<file path="src/rtl/ext_pipe.sv">
// ext_pipe: registered immediate / load-data extender.
// Result sits behind a 2-entry valid/ready skid buffer.
module ext_pipe #(
    parameter int DATA_W = 32,
    parameter int IMM_W  = 16,
    parameter int OFF_W  = 2
) (
    input  logic              clk,
    input  logic              reset,
    input  logic              flush,
    input  logic              in_valid,
    output logic              in_ready,
    input  logic [DATA_W-1:0] in_data,
    input  logic [2:0]        in_mode,
    input  logic [OFF_W-1:0]  in_off,
    output logic              out_valid,
    input  logic              out_ready,
    output logic [DATA_W-1:0] out_data,
    output logic              out_err
);

    typedef enum logic [2:0] {
        M_ZERO = 3'd0,
        M_SIGN = 3'd1,
        M_LUI  = 3'd2,
        M_LBU  = 3'd3,
        M_LB   = 3'd4,
        M_LHU  = 3'd5,
        M_LH   = 3'd6,
        M_PASS = 3'd7
    } mode_e;

    logic [DATA_W-1:0] byte_sh;
    logic [DATA_W-1:0] half_sh;
    logic [IMM_W-1:0]  imm;
    logic [DATA_W-1:0] ext_res;
    logic              ext_err;

    logic [DATA_W-1:0] o_data_q, o_data_d;
    logic              o_err_q, o_err_d;
    logic              ov_q, ov_d;
    logic [DATA_W-1:0] s_data_q, s_data_d;
    logic              s_err_q, s_err_d;
    logic              sv_q, sv_d;

    logic in_xfer;
    logic out_xfer;

    // Bring the addressed byte / halfword down to bit 0.
    assign byte_sh = in_data >> {in_off, 3'b000};
    assign half_sh = in_data >> {in_off[OFF_W-1:1], 4'b0000};
    assign imm     = in_data[IMM_W-1:0];

    // Extension of the incoming operand; misaligned halves yield 0 + err.
    always_comb begin
        ext_res = '0;
        ext_err = 1'b0;
        case (mode_e'(in_mode))
            M_ZERO: ext_res = {{(DATA_W-IMM_W){1'b0}}, imm};
            M_SIGN: ext_res = {{(DATA_W-IMM_W){imm[IMM_W-1]}}, imm};
            M_LUI:  ext_res = {imm, {(DATA_W-IMM_W){1'b0}}};
            M_LBU:  ext_res = {{(DATA_W-8){1'b0}}, byte_sh[7:0]};
            M_LB:   ext_res = {{(DATA_W-8){byte_sh[7]}}, byte_sh[7:0]};
            M_LHU: begin
                if (in_off[0]) ext_err = 1'b1;
                else ext_res = {{(DATA_W-16){1'b0}}, half_sh[15:0]};
            end
            M_LH: begin
                if (in_off[0]) ext_err = 1'b1;
                else ext_res = {{(DATA_W-16){half_sh[15]}}, half_sh[15:0]};
            end
            M_PASS: ext_res = in_data;
            default: ext_res = '0;
        endcase
    end

    assign in_xfer  = in_valid && !sv_q;
    assign out_xfer = ov_q && out_ready;

    // Skid-buffer next state; flush overrides every transfer.
    always_comb begin
        o_data_d = o_data_q;
        o_err_d  = o_err_q;
        ov_d     = ov_q;
        s_data_d = s_data_q;
        s_err_d  = s_err_q;
        sv_d     = sv_q;
        if (flush) begin
            ov_d = 1'b0;
            sv_d = 1'b0;
        end else if (sv_q) begin
            if (out_xfer) begin
                o_data_d = s_data_q;
                o_err_d  = s_err_q;
                sv_d     = 1'b0;
            end
        end else if (in_xfer) begin
            if (!ov_q || out_ready) begin
                o_data_d = ext_res;
                o_err_d  = ext_err;
                ov_d     = 1'b1;
            end else begin
                s_data_d = ext_res;
                s_err_d  = ext_err;
                sv_d     = 1'b1;
            end
        end else if (out_xfer) begin
            ov_d = 1'b0;
        end
    end

    // Buffer state registers, cleared asynchronously.
    always_ff @(posedge clk or posedge reset) begin
        if (reset) begin
            o_data_q <= '0;
            o_err_q  <= 1'b0;
            ov_q     <= 1'b0;
            s_data_q <= '0;
            s_err_q  <= 1'b0;
            sv_q     <= 1'b0;
        end else begin
            o_data_q <= o_data_d;
            o_err_q  <= o_err_d;
            ov_q     <= ov_d;
            s_data_q <= s_data_d;
            s_err_q  <= s_err_d;
            sv_q     <= sv_d;
        end
    end

    assign in_ready  = !sv_q;
    assign out_valid = ov_q;
    assign out_data  = o_data_q;
    assign out_err   = o_err_q;

endmodule
</file>
<file path="config.mk">
export PLATFORM = sky130hd
export DESIGN_NAME = ext_pipe
export DESIGN_NICKNAME = d
export VERILOG_FILES = /design/src/rtl/ext_pipe.sv
export SDC_FILE = /design/constraint.sdc
export NUM_CORES = 1
export LEC_CHECK = 0
export CORE_MARGIN = 10
export CORE_UTILIZATION = 39
export DETAILED_ROUTE_END_ITERATION = 8
export PLACE_DENSITY = 0.7
export SETUP_SLACK_MARGIN = 0.1
export SYNTH_ARGS = -nofsm -noshare
export SYNTH_HDL_FRONTEND = slang
export SYNTH_SLANG_ARGS = --single-unit
</file>
<file path="constraint.sdc">
create_clock -name clk -period 2.8 [get_ports clk]
set_clock_uncertainty 0.1 [all_clocks]
set_input_delay 0.7 -clock clk [delete_from_list [all_inputs] [get_ports clk]]
set_output_delay 0.7 -clock clk [all_outputs]
set_load 0.01 [all_outputs]
</file>
==> impl_metrics.py <==
metrics = {
    "setup_path": {
        "cp-end-kind": "flop",
        "worst-setup-path-type": "in2reg",
        "r2r_start": "sv_q",
        "path_cells": "clkdlybuf4s50_1 -> nand2b_1 -> o221a_2 -> a221oi_1 -> o21ai_0",
        "worstRegToRegCells": 5,
        "worstPathRequired_ns": 2.91,
        "cp_max_fo": 13,
        "r2r_slack_ns": 0.76,
        "cp-endpoint": "s_data_q[11]",
        "cpPeakStageDelay_ns": 0.64,
        "timing.rr.end": "out_data[2]",
        "slowest_stage": "clkdlybuf4s50_1",
        "worstSetupStartpoint": "in_mode[0]",
        "critPathArrivalTime_ns": 2.68,
        "worstSetupStartpointType": "primary input",
    },
    "placement": {
        "post_dp_cell_area_um2": 4830,
        "finalWeightedCongestion": 0.907,
        "dp.cells": 612,
        "io_buffers": 76,
        "place_hpwl_um": 8580,
    },
    "layout": {
        "layout_commonest_cell": "clkdlybuf4s50_1",
        "finalNetCount": 536,
        "final_cell_mix": "clkdlybuf4s50_1, dfrtp_1, nand2_1",
        "antennaDiodeCount": 0,
        "multi_input_area_um2": 1880,
        "n_fill_cell": 881,
        "stdcell_count": 627,
        "drive_above_1_share_pct": 13.3,
        "syn_to_final_growth_pct": 33.9,
        "final_area_um2": 5000,
        "ff_latch_area_um2": 1700,
    },
    "die": {
        "die_w_um": 118,
        "core_um2": 9280,
        "die-area_um2": 13900,
        "die_height_um": 118,
        "initial_core_util_pct": 40.2,
        "pin_count": 77,
        "rows": 35,
    },
    "clocking": {
        "postCtsSetupBuffers": 0,
        "path_clk_slew_ns": 0.07,
        "insertion_delay_ns": 0.35,
        "numCtsBuffers": 9,
        "ctsLongestPathBuffers": 2,
        "cts_tree": "built",
        "cts-root-buf": "clkbuf_8",
        "hold_buffers": 0,
        "postCtsResizedCells": 0,
        "htreeDepth": 3,
        "cts.sinks": 68,
    },
    "timing": {
        "maxSlewViolCount": 0,
        "hold_viol_final": 0,
        "rsz0062_at_grt": "no",
        "fmax_ghz": 0.389,
        "worst_slew_pin_slew_ns": 0.510,
        "slew_headroom_pct": 66.0,
        "period_share_pct": 91.8,
        "min_period_ns": 2.57,
        "setup-violations-final": 0,
    },
    "routing": {
        "antenna_left": 0,
        "routed_wl_um": 11300,
        "vias": 3506,
        "via_per_inst": 5.59,
        "drtPass1Iterations": 5,
        "wire_per_inst_um": 18.1,
        "route.detailed.drc": 0,
        "drt_iter0_drc": 265,
    },
    "run_status": {
        "status": "finished clean",
    },
    "hold_path": {
        "min_path_type": "reg2reg",
    },
    "flow_run": {
        "drv_cap": 0,
    },
    "pwr": {
        "leakage_nw": 2.05,
        "ir_worst_vdd_uv": 226,
        "p_per_area_nw_per_um2": 591,
    },
    "logic_synthesis": {
        "synth.largest_area_cell": "dfrtp_1",
        "synthTopCellsByArea": "dfrtp_1, nand2_1, a22oi_1, a22o_1, mux2i_1",
        "synthArstFlopShare_pct": 100,
        "ys_seq_area_share_pct": 45.6,
        "synth.net_count": 446,
        "synthCells": 404,
        "ys_types": 47,
        "yosys.area.top_type_share_pct": 45.6,
        "yosysWarnings": 0,
        "mappedNetlistArea_um2": 3730,
        "ys_ff_latch": 68,
        "synth-edff-count": 0,
        "synth_area_per_cell_um2": 9.24,
        "synth-main-ff-cell": "dfrtp_1",
    },
    "grt": {
        "track_usage_pct": 16.4,
        "grt_max_degree": 69,
        "grt_pass1_vias": 3580,
        "antenna_found_initial": 0,
        "grt_overflow": 0,
        "grt_pass1_wl_um": 18800,
    },
}
[how the worst min path moves through the flow]
| stage | endpoint | startpoint | slack (ns) | cells past startpoint |
|---|---|---|---|---|
| 2_1_floorplan | s_data_q[7] | s_data_q[7] | 0.34 | 2 |
| 3_3_place_gp | s_data_q[7] | s_data_q[7] | 0.35 | 2 |
| 3_5_place_dp | s_data_q[7] | s_data_q[7] | 0.37 | 2 |
| 4_1_cts | s_data_q[7] | s_data_q[7] | 0.38 | 2 |
| 5_1_grt | s_data_q[7] | s_data_q[7] | 0.41 | 2 |
| 6_report | s_data_q[7] | s_data_q[7] | 0.37 | 2 |
[where the power goes]
| part | total [mW] | internal [mW] | switching, mW | leakage [nW] |
|---|---|---|---|---|
| Sequential | 1.35 | 1.22 | 0.125 | 0.829 |
| Clock | 0.707 | 0.315 | 0.391 | 0.0811 |
| Combinational | 0.899 | 0.475 | 0.424 | 1.14 |
| Total | 2.95 | 2.01 | 0.940 | 2.05 |
[registers in the layout, indices dropped and copies added, names as in the netlist]
register	count
s_err_q	1
s_data_q	32
out_valid	1
sv_q	1
out_data	32
out_err	1
[kinds of logic (layout without fill, tap and decap cells)]
kind of cell	count (synthesis)	in the layout	share of synthesized area, %
AOI/OAI and AO/OA	138	138	25.2
xor gates and xnor gates	1	1	0.235
buffers and inverters	37	131	4.59
DFF	68	68	45.6
muxes	22	22	6.77
and+or+nand+nor	138	138	17.6
[critical path: cells and delay by family]
family / cells / cell delay, ns
AO/OA/AOI/OAI: 3 / 1.05
buffers and inverters: 1 / 0.64
AND/OR/NAND/NOR: 1 / 0.29
[metal layers]
metal,part of all wire (%),wire length [µm],vias to the layer above,GRT usage (%)
met2,48,5420,134,25.6
met3,6.4,722,16,3.98
li1,-,-,1655,-
met5,0,0,-,0
met4,2.0,226,0,5.95
met1,44,4960,1701,21.3
[cells in the mapped netlist, drive strengths merged, types with 4 or more instances]
master	n
nand2b	19
nand2	61
nor2	33
a221oi	7
a22o	16
inv	4
o211ai	7
buf	11
clkbuf	21
a31oi	14
mux2	6
nand3	7
mux2i	14
o21a	4
dfrtp	68
o21ai	25
a22oi	22
a21oi	26
[stage by stage]
step / total power, mW / worst slack, ns / hold WS [ns] / util [%] / setup TNS (ns)
finish: 2.95 / 0.229 / 0.375 / 53.8 / 0
global route: 3.12 / 0.108 / 0.406 / 53.8 / 0
CTS: 2.98 / 0.280 / 0.382 / 53.8 / 0
detailed placement: 2.28 / -0.103 / 0.367 / 52.0 / -0.367
global placement: 2.24 / -0.0335 / 0.353 / 52.0 / -0.107
floorplan: 1.80 / 0.288 / 0.340 / - / 0
[cell type report]
type                       count  share of cell area, %
clock inverter                 6                  0.851
inverter                       5                  0.376
timing repair buffer         111                   21.5
sequential                    68                   34.1
multi-input combinational    299                   37.5
clock buffer                   9                   2.48
tap                          129                   3.23
(Power assumes the default switching activity.)
